### src/rtl/mem_ctrl.sv
// rtl/mem_ctrl.sv - byte-serial RAM/IO controller arbitrating ICache refills and LSB accesses.
// Optional MEM_CTRL_IO_STALL_EN: hold IO-space store bytes while the UART TX buffer is full.
module mem_ctrl (
    input  logic        clk,
    input  logic        rst,
    input  logic        rdy,
    input  logic        flush,
    input  logic        ic_enable,
    input  logic [31:0] ic_addr,
    output logic [31:0] ic_data,
    output logic        ic_done,
    input  logic        lsb_enable,
    input  logic        lsb_wr,
    input  logic [1:0]  lsb_size,
    input  logic [31:0] lsb_addr,
    input  logic [31:0] lsb_wdata,
    output logic [31:0] lsb_rdata,
    output logic        lsb_done,
    input  logic [7:0]  mem_din,
    output logic [7:0]  mem_dout,
    output logic [31:0] mem_a,
    output logic        mem_wr,
    input  logic        io_buffer_full
);

    typedef enum logic [1:0] {IDLE, IFETCH, LOAD, STORE} state_t;

    state_t      state_q, state_d;
    logic [31:0] addr_q, addr_d;
    logic [31:0] wdata_q, wdata_d;
    logic [31:0] buf_q, buf_d;
    logic [31:0] mem_a_q, mem_a_d;
    logic [31:0] ic_data_q, ic_data_d;
    logic [31:0] lsb_rdata_q, lsb_rdata_d;
    logic [2:0]  n_q, n_d;
    logic [2:0]  k_q, k_d;
    logic [2:0]  r_q, r_d;
    logic        pending_q, pending_d;
    logic        ic_done_q, ic_done_d;
    logic        lsb_done_q, lsb_done_d;

    logic        stall;
    logic [2:0]  lsb_n;
    logic [31:0] next_addr;
    logic [31:0] cap_word;

`ifdef MEM_CTRL_IO_STALL_EN
    assign stall = io_buffer_full && (mem_a_q[17:16] == 2'b11);
`else
    logic unused_io_full;
    assign unused_io_full = io_buffer_full;
    assign stall          = 1'b0;
`endif

    assign next_addr = addr_q + {29'd0, k_q} + 32'd1;
    assign cap_word  = buf_q | ({24'd0, mem_din} << {r_q[1:0], 3'b000});

    assign ic_data   = ic_data_q;
    assign ic_done   = ic_done_q;
    assign lsb_rdata = lsb_rdata_q;
    assign lsb_done  = lsb_done_q;
    assign mem_a     = mem_a_q;

    always_comb begin
        lsb_n = 3'd4;
        case (lsb_size)
            2'b00:   lsb_n = 3'd1;
            2'b01:   lsb_n = 3'd2;
            default: lsb_n = 3'd4;
        endcase
    end

    always_comb begin
        mem_dout = 8'h00;
        if (state_q == STORE) begin
            case (k_q[1:0])
                2'd0:    mem_dout = wdata_q[7:0];
                2'd1:    mem_dout = wdata_q[15:8];
                2'd2:    mem_dout = wdata_q[23:16];
                default: mem_dout = wdata_q[31:24];
            endcase
        end
    end

    always_comb begin
        state_d     = state_q;
        addr_d      = addr_q;
        wdata_d     = wdata_q;
        buf_d       = buf_q;
        mem_a_d     = mem_a_q;
        ic_data_d   = ic_data_q;
        lsb_rdata_d = lsb_rdata_q;
        n_d         = n_q;
        k_d         = k_q;
        r_d         = r_q;
        pending_d   = 1'b0;
        ic_done_d   = 1'b0;
        lsb_done_d  = 1'b0;
        mem_wr      = 1'b0;

        case (state_q)
            IDLE: begin
                // A done pulse in flight means the client has not yet dropped its request.
                if (rdy && !flush && !ic_done_q && !lsb_done_q && (lsb_enable || ic_enable)) begin
                    k_d   = 3'd0;
                    r_d   = 3'd0;
                    buf_d = 32'd0;
                    if (lsb_enable) begin
                        state_d = lsb_wr ? STORE : LOAD;
                        addr_d  = lsb_addr;
                        mem_a_d = lsb_addr;
                        wdata_d = lsb_wdata;
                        n_d     = lsb_n;
                    end else begin
                        state_d = IFETCH;
                        addr_d  = ic_addr;
                        mem_a_d = ic_addr;
                        n_d     = 3'd4;
                    end
                end
            end
            IFETCH, LOAD: begin
                if (flush) begin
                    state_d = IDLE;
                end else begin
                    if (rdy && (k_q < n_q)) begin
                        pending_d = 1'b1;
                        k_d       = k_q + 3'd1;
                        if ((k_q + 3'd1) < n_q) mem_a_d = next_addr;
                    end
                    // The RAM answers one cycle after issue, whether or not rdy is still high.
                    if (pending_q) begin
                        buf_d = cap_word;
                        r_d   = r_q + 3'd1;
                        if (r_q == (n_q - 3'd1)) begin
                            state_d = IDLE;
                            if (state_q == IFETCH) begin
                                ic_done_d = 1'b1;
                                ic_data_d = cap_word;
                            end else begin
                                lsb_done_d  = 1'b1;
                                lsb_rdata_d = cap_word;
                            end
                        end
                    end
                end
            end
            STORE: begin
                if (rdy && !stall) begin
                    mem_wr = 1'b1;
                    if (k_q == (n_q - 3'd1)) begin
                        state_d    = IDLE;
                        lsb_done_d = 1'b1;
                    end else begin
                        k_d     = k_q + 3'd1;
                        mem_a_d = next_addr;
                    end
                end
            end
            default: state_d = IDLE;
        endcase
    end

    always_ff @(posedge clk or negedge rst) begin
        if (!rst) begin
            state_q     <= IDLE;
            addr_q      <= 32'd0;
            wdata_q     <= 32'd0;
            buf_q       <= 32'd0;
            mem_a_q     <= 32'd0;
            ic_data_q   <= 32'd0;
            lsb_rdata_q <= 32'd0;
            n_q         <= 3'd0;
            k_q         <= 3'd0;
            r_q         <= 3'd0;
            pending_q   <= 1'b0;
            ic_done_q   <= 1'b0;
            lsb_done_q  <= 1'b0;
        end else begin
            state_q     <= state_d;
            addr_q      <= addr_d;
            wdata_q     <= wdata_d;
            buf_q       <= buf_d;
            mem_a_q     <= mem_a_d;
            ic_data_q   <= ic_data_d;
            lsb_rdata_q <= lsb_rdata_d;
            n_q         <= n_d;
            k_q         <= k_d;
            r_q         <= r_d;
            pending_q   <= pending_d;
            ic_done_q   <= ic_done_d;
            lsb_done_q  <= lsb_done_d;
        end
    end

endmodule
### config.mk
export PLATFORM = sky130hd
export DESIGN_NAME = mem_ctrl
export DESIGN_NICKNAME = d
export VERILOG_FILES = /design/src/rtl/mem_ctrl.sv
export SDC_FILE = /design/constraint.sdc
export NUM_CORES = 1
export LEC_CHECK = 0
export BUFFER_PORTS_ARGS = -buffer_cell sky130_fd_sc_hd__buf_2
export CORE_MARGIN = 4
export CORE_UTILIZATION = 33
export CTS_BUF_LIST = sky130_fd_sc_hd__clkbuf_2 sky130_fd_sc_hd__clkbuf_4 sky130_fd_sc_hd__clkbuf_8
export CTS_CLUSTER_DIAMETER = 150
export DETAILED_ROUTE_END_ITERATION = 12
export PLACE_DENSITY_LB_ADDON = 0.08
export SLEW_MARGIN = 10
export SYNTH_ARGS = -nofsm -noshare
export SYNTH_HDL_FRONTEND = slang
export SYNTH_SLANG_ARGS = --single-unit
### constraint.sdc
create_clock -name clk -period 3.15 [get_ports clk]
set_input_delay 0.1575 -clock clk [delete_from_list [all_inputs] [get_ports clk]]
set_output_delay 0.1575 -clock clk [all_outputs]
set_load 0.05 [all_outputs]
==> results.cfg, run 1 <==
[status]
status = completed

[sta]
relSlewSlack = 0.550
setup_viol = 0
hold_ws_ns = 0.0144
rsz0062_at_grt = false
finalSetupTns_ns = 0
worst_slack_ns = 0.462
worst_slew_pin_slew_ns = 0.674
max_freq_mhz = 372
period_share = 0.853
clock_skew_ns = 0.0138
min_period_ns = 2.69
finalHoldViolCount = 0
report.final.slew_viol_count = 0

[global_routing]
grt_start_max_net_pins = 75
grt_pass1_vias = 8434
overflow = 0
grt_pass1_wl_um = 46900
track_usage = 0.174
antenna_found_initial = 1

[logic_synthesis]
yosysMostFrequentCell = dfrtp_1
async_reset_ff_frac = 1.00
synth_warnings = 0
synthTopCellsByCount = dfrtp_1 (206), mux2_2 (101), o21ai_0 (88), nand2_1 (85)
synth.avg_cell_area_um2 = 10.8
synth_top_cell_area_share = 0.516
synth_edf_count = 0
ys_seq_area_frac = 0.516
synthFlopType = dfrtp_1
postSynthCellCount = 926
synth_area_mm2 = 0.00998
syn-num-nets = 1059
synth_area_leaders = dfrtp_1 (52%), mux2_2 (11%), o21ai_0 (4.4%), mux2i_1 (3.5%), nand2_1 (3.2%)
synth_top_area_cell = dfrtp_1
yosysUniqueCellTypes = 54
ys_seq_elements = 206

[die]
initial_utilization = 0.336
num_rows = 63
die-area_mm2 = 0.0331
die_y_um = 182
coreArea_mm2 = 0.0297
io_pins = 221
dieWidth_um = 182

[finish]
utilization = 0.451
diodes = 0
nFillCells = 2941
synthToLayoutAreaGrowth_pct = 34.3
design_area_mm2 = 0.0134
drive_gt1_frac = 0.339
multi_input_area_mm2 = 0.00453
fin_nets = 1384
regArea_mm2 = 0.00515
finish.cell_count_without_fillers = 1669

[routing]
ant_nets = 0
met1Wirelength_um = 13200
drc = 0
drt_iter0_drc = 377
vias = 8217
vias_per_cell = 4.92
met2RoutedLength_um = 13600
wl_um = 29000
wl_per_cell_um = 17.4
dr_wl_met3_um = 1760
dr.max_layer_used = met5
dr.pass1.iters = 5

[setup_path]
start_kind = flop
critPathRequiredTime_ns = 3.56
critPathArrivalTime_ns = 3.10
crit_fanout = 9
cp-end-kind = flop
worst-setup-path-type = reg2reg

[power]
p_leak_nw = 6.77
power_mw = 12.0
power.density_mw_per_mm2 = 893
ir_drop_mv = 0.462

[clock_network]
cts.reportedPaths.clkPinSlew_ns = 0.06
clock_latency_ns = 0.53
cts_root_buf = clkbuf_8
htreeDepth = 2
cts_max_path_buffers = 3
cts-buffers-inserted = 39
post_cts_resized = 0
tritoncts = yes
cts.sinks = 206

[placed_design]
place_congestion = 0.787
pre_cts_slack_ns = 0.463
postPlaceCellArea_mm2 = 0.0116
port_buffers = 219
hpwl_um = 19300
dp_cells = 1500

[min_path]
holdCritPathClass = in2reg

[flow_run]
cap_violations = 0
-- final cells by class --
class,count,share of cell area
Timing Repair Buffer,349,0.176
Sequential cell,206,0.384
Clock buffer,63,0.0577
Multi-Input combinational cell,638,0.338
Clock inverter,6,0.00280
Tap cell,390,0.0364
Inverter,17,0.00476
-- where the power goes --
group          switching [mW]  leakage, nW  internal (mW)  total [mW]
Combinational            3.20         3.67           1.91        5.10
Clock                    1.14        0.426           1.55        2.69
Sequential              0.663         2.68           3.52        4.18
Total                    5.00         6.77           6.98        12.0
-- path summary, 6_finish.rpt --
kind | startpoint | depth (start not counted) | slack, ns | to
max | k_q[0] | 10 | 0.46 | mem_a[22]
min | lsb_addr[22] | 3 | 0.01 | addr_q[22]
max reg2reg | k_q[0] | 10 | 0.46 | mem_a[22]
min reg2reg | n_q[1] | 2 | 0.48 | n_q[1]
max in group asynchronous | rst | 3 | 2.18 | buf_q[20]
min in group asynchronous | rst | 2 | 0.22 | addr_q[12]
-- registers in the layout, summed over array words and instances (netlist names), 2 cells and up --
name	flops
mem_a	32
state_q	2
lsb_rdata	32
addr_q	32
r_q	3
n_q	3
ic_data	32
k_q	3
wdata_q	32
buf_q	32
-- critical path, stage by stage, from the launching register on --
cell	delay, ns
dfrtp_1	0.41
inv_1	0.18
ha_1	0.22
inv_1	0.06
fa_1	0.39
a21oi_1	0.22
nand4b_1	0.22
buf_4	0.21
nor4_1	0.07
o31a_1	0.31
mux2_2	0.27
-- repair_timing --
action,in CTS,in global routing
endpoints found under the hold margin,163,0
setup buffers,0,0
hold buffers,100,0
-- cells by family (layout without fill, tap and decap cells) --
group	count (synthesis)	after routing	share of synthesized area
simple gates	232	232	0.114
xor+xnor	16	16	0.0169
compound gates	235	235	0.148
buf+inv	82	435	0.0315
fa+ha+maj	19	19	0.0246
mux	136	136	0.149
flops	206	206	0.516
-- layout by cell type, fill, tap and decap left out, types with 11 or more instances in the layout --
master         instances
buf_2                218
dfrtp_1              206
mux2_2               101
dlygate4sd3_1        100
o21ai_0               88
nand2_1               85
a21oi_1               48
clkbuf_8              48
nor2_1                47
mux2i_1               35
a21o_1                33
buf_4                 28
inv_1                 17
ha_1                  17
clkbuf_4              15
nand3_1               14
nor4_1                13
nand4_1               13
o31ai_1               11
and2_1                11
-- metal layers --
metal	vias up	track usage
li1	4009	-
met1	3976	0.237
met2	194	0.285
met3	36	0.0417
met4	2	0.0360
met5	-	0
No activity file was read; power rests on OpenSTA's default activity.
==> run 2: changes to the inputs <==
Settings changed: CORE_MARGIN 4 to 3.
==> results.cfg, run 2 (same netlist as run 1, synthesis figures left out) <==
[setup_path]
cp-end-kind = flop
worst-setup-path-type = reg2reg
cpMaxStageDelayCell = or4_1
critPathArrivalTime_ns = 3.10
critPathRequiredTime_ns = 3.58
cp_slowest_stage_delay_ns = 0.53
worstPathCellList = inv_1 -> ha_1 -> xnor2_1 -> nor4b_1 -> or4_1 -> buf_4 -> or4_1 -> o211ai_1
crit_fanout = 27
start_kind = flop
r2r_slack_ns = 0.48
path_common_cell = or4_1

[die]
dieWidth_um = 180
io_pins = 221
die_y_um = 180
coreArea_mm2 = 0.0297
initial_utilization = 0.336
die-area_mm2 = 0.0324
num_rows = 63

[clock_network]
postCtsSetupBuffers = 0
cts.sinks = 206
cts-buffers-inserted = 40
cts_root_buf = clkbuf_8
tritoncts = yes
clock_latency_ns = 0.53
htreeDepth = 2
cts_max_path_buffers = 3
cts.reportedPaths.clkPinSlew_ns = 0.06

[finish]
nFillCells = 2906
drive_gt1_frac = 0.339
synthToLayoutAreaGrowth_pct = 34.4
layout.cells.most_common_list = buf_2 (218), dfrtp_1 (206), mux2_2 (101), dlygate4sd3_1 (101), o21ai_0 (88)
regArea_mm2 = 0.00515
diodes = 0
multi_input_area_mm2 = 0.00453
final_common_cell = buf_2
fin_nets = 1385

[sta]
report.final.slew_viol_count = 0
period_share = 0.846
worst_slack_ns = 0.484
clock_skew_ns = 0.0236
rsz0062_at_grt = false
finalSetupTns_ns = 0
max_freq_mhz = 375
worst_slew_pin_slew_ns = 0.688
setup_viol = 0
finalHoldViolCount = 0
min_period_ns = 2.67
relSlewSlack = 0.541

[routing]
drc = 0
wl_per_cell_um = 17.3
vias = 8289
vias_per_cell = 4.97
dr.pass1.iters = 6
drt_iter0_drc = 472
ant_nets = 0
wl_um = 28800

[status]
status = completed

[power]
intPower_mw = 6.98
p_clk_frac = 0.226
ir_drop_mv = 0.346
switching_share = 0.417
power.density_mw_per_mm2 = 893
combPwrFrac = 0.424
power_switching_mw = 5.00
p_leak_nw = 6.78
power_frac_seq = 0.350

[global_routing]
grt_pass1_vias = 8585
antenna_found_initial = 0
overflow = 0
grt_start_max_net_pins = 83
track_usage = 0.178
grt_pass1_wl_um = 47400

[min_path]
holdCritPathClass = in2reg

[placed_design]
place_congestion = 0.795
pre_cts_slack_ns = 0.510
hpwl_um = 19000
port_buffers = 219

[flow_run]
cap_violations = 0
==> run 2: worst paths after layout <==
| check | start | end | depth (start not counted) |
|---|---|---|---|
| max reg2reg | n_q[1] | mem_a[30] | 8 |
| max | n_q[1] | mem_a[30] | 8 |
| min reg2reg | mem_a[21] | mem_a[21] | 1 |
| max in group asynchronous | rst | ic_data[10] | 3 |
| min in group asynchronous | rst | addr_q[13] | 2 |
| min | ic_addr[30] | addr_q[30] | 3 |
==> run 2: what timing repair did <==
action	4_1_cts	5_1_grt
resized for setup	0	0
hold buffers	101	0
endpoints found under the hold margin	173	0
endpoints found under the setup margin	0	0
==> run 2: power by group through the flow <==
stage          combinational [mW]  clock, mW  sequential, mW
5_1_grt                      5.65       2.95            4.32
3_5_place_dp                 5.02          0            4.22
2_1_floorplan                2.88          0            4.83
3_3_place_gp                 4.97          0            4.21
6_report                     5.08       2.71            4.19
4_1_cts                      5.15       2.83            4.19
==> run 2: critical path: cells and delay by family, from the launching register on <==
family	cells	cell delay (ns)
AOI/OAI and AO/OA	1	0.10
xor gates and xnor gates	1	0.28
adders and majority gates	1	0.28
buffers and inverters	2	0.37
DFF	1	0.38
and+or+nand+nor	3	1.17
==> run 2: per-layer routing <==
metal,vias up,part of all wire,global-route usage,wire [um]
li1,3991,-,-,-
met1,4026,0.45,0.240,13000
met2,219,0.47,0.291,13600
met3,53,0.057,0.0401,1640
met4,0,0.019,0.0449,550
met5,-,0,0,0
==> run 2: through the flow <==
stage / cells / instance area [um2] / util / power (mW) / hold WS (ns)
after floorplan: 926 / 9980 / - / 7.71 / -0.138
after global placement: 1499 / 11600 / 0.390 / 9.18 / 0.208
after detailed placement: 1499 / 11600 / 0.390 / 9.24 / 0.208
after CTS: 1669 / 13400 / 0.451 / 12.2 / 0.00516
after global routing: 1669 / 13400 / 0.451 / 12.9 / 0.0427
final: 1669 / 13400 / 0.451 / 12.0 / 0.0163
==> run 2: layout make-up <==
cell class	instances	area share
Sequential cell	206	0.384
Multi-Input combinational cell	638	0.338
Timing Repair Buffer	349	0.176
Clock buffer	64	0.0582
Tap cell	390	0.0364
Inverter	17	0.00476
Clock inverter	5	0.00243
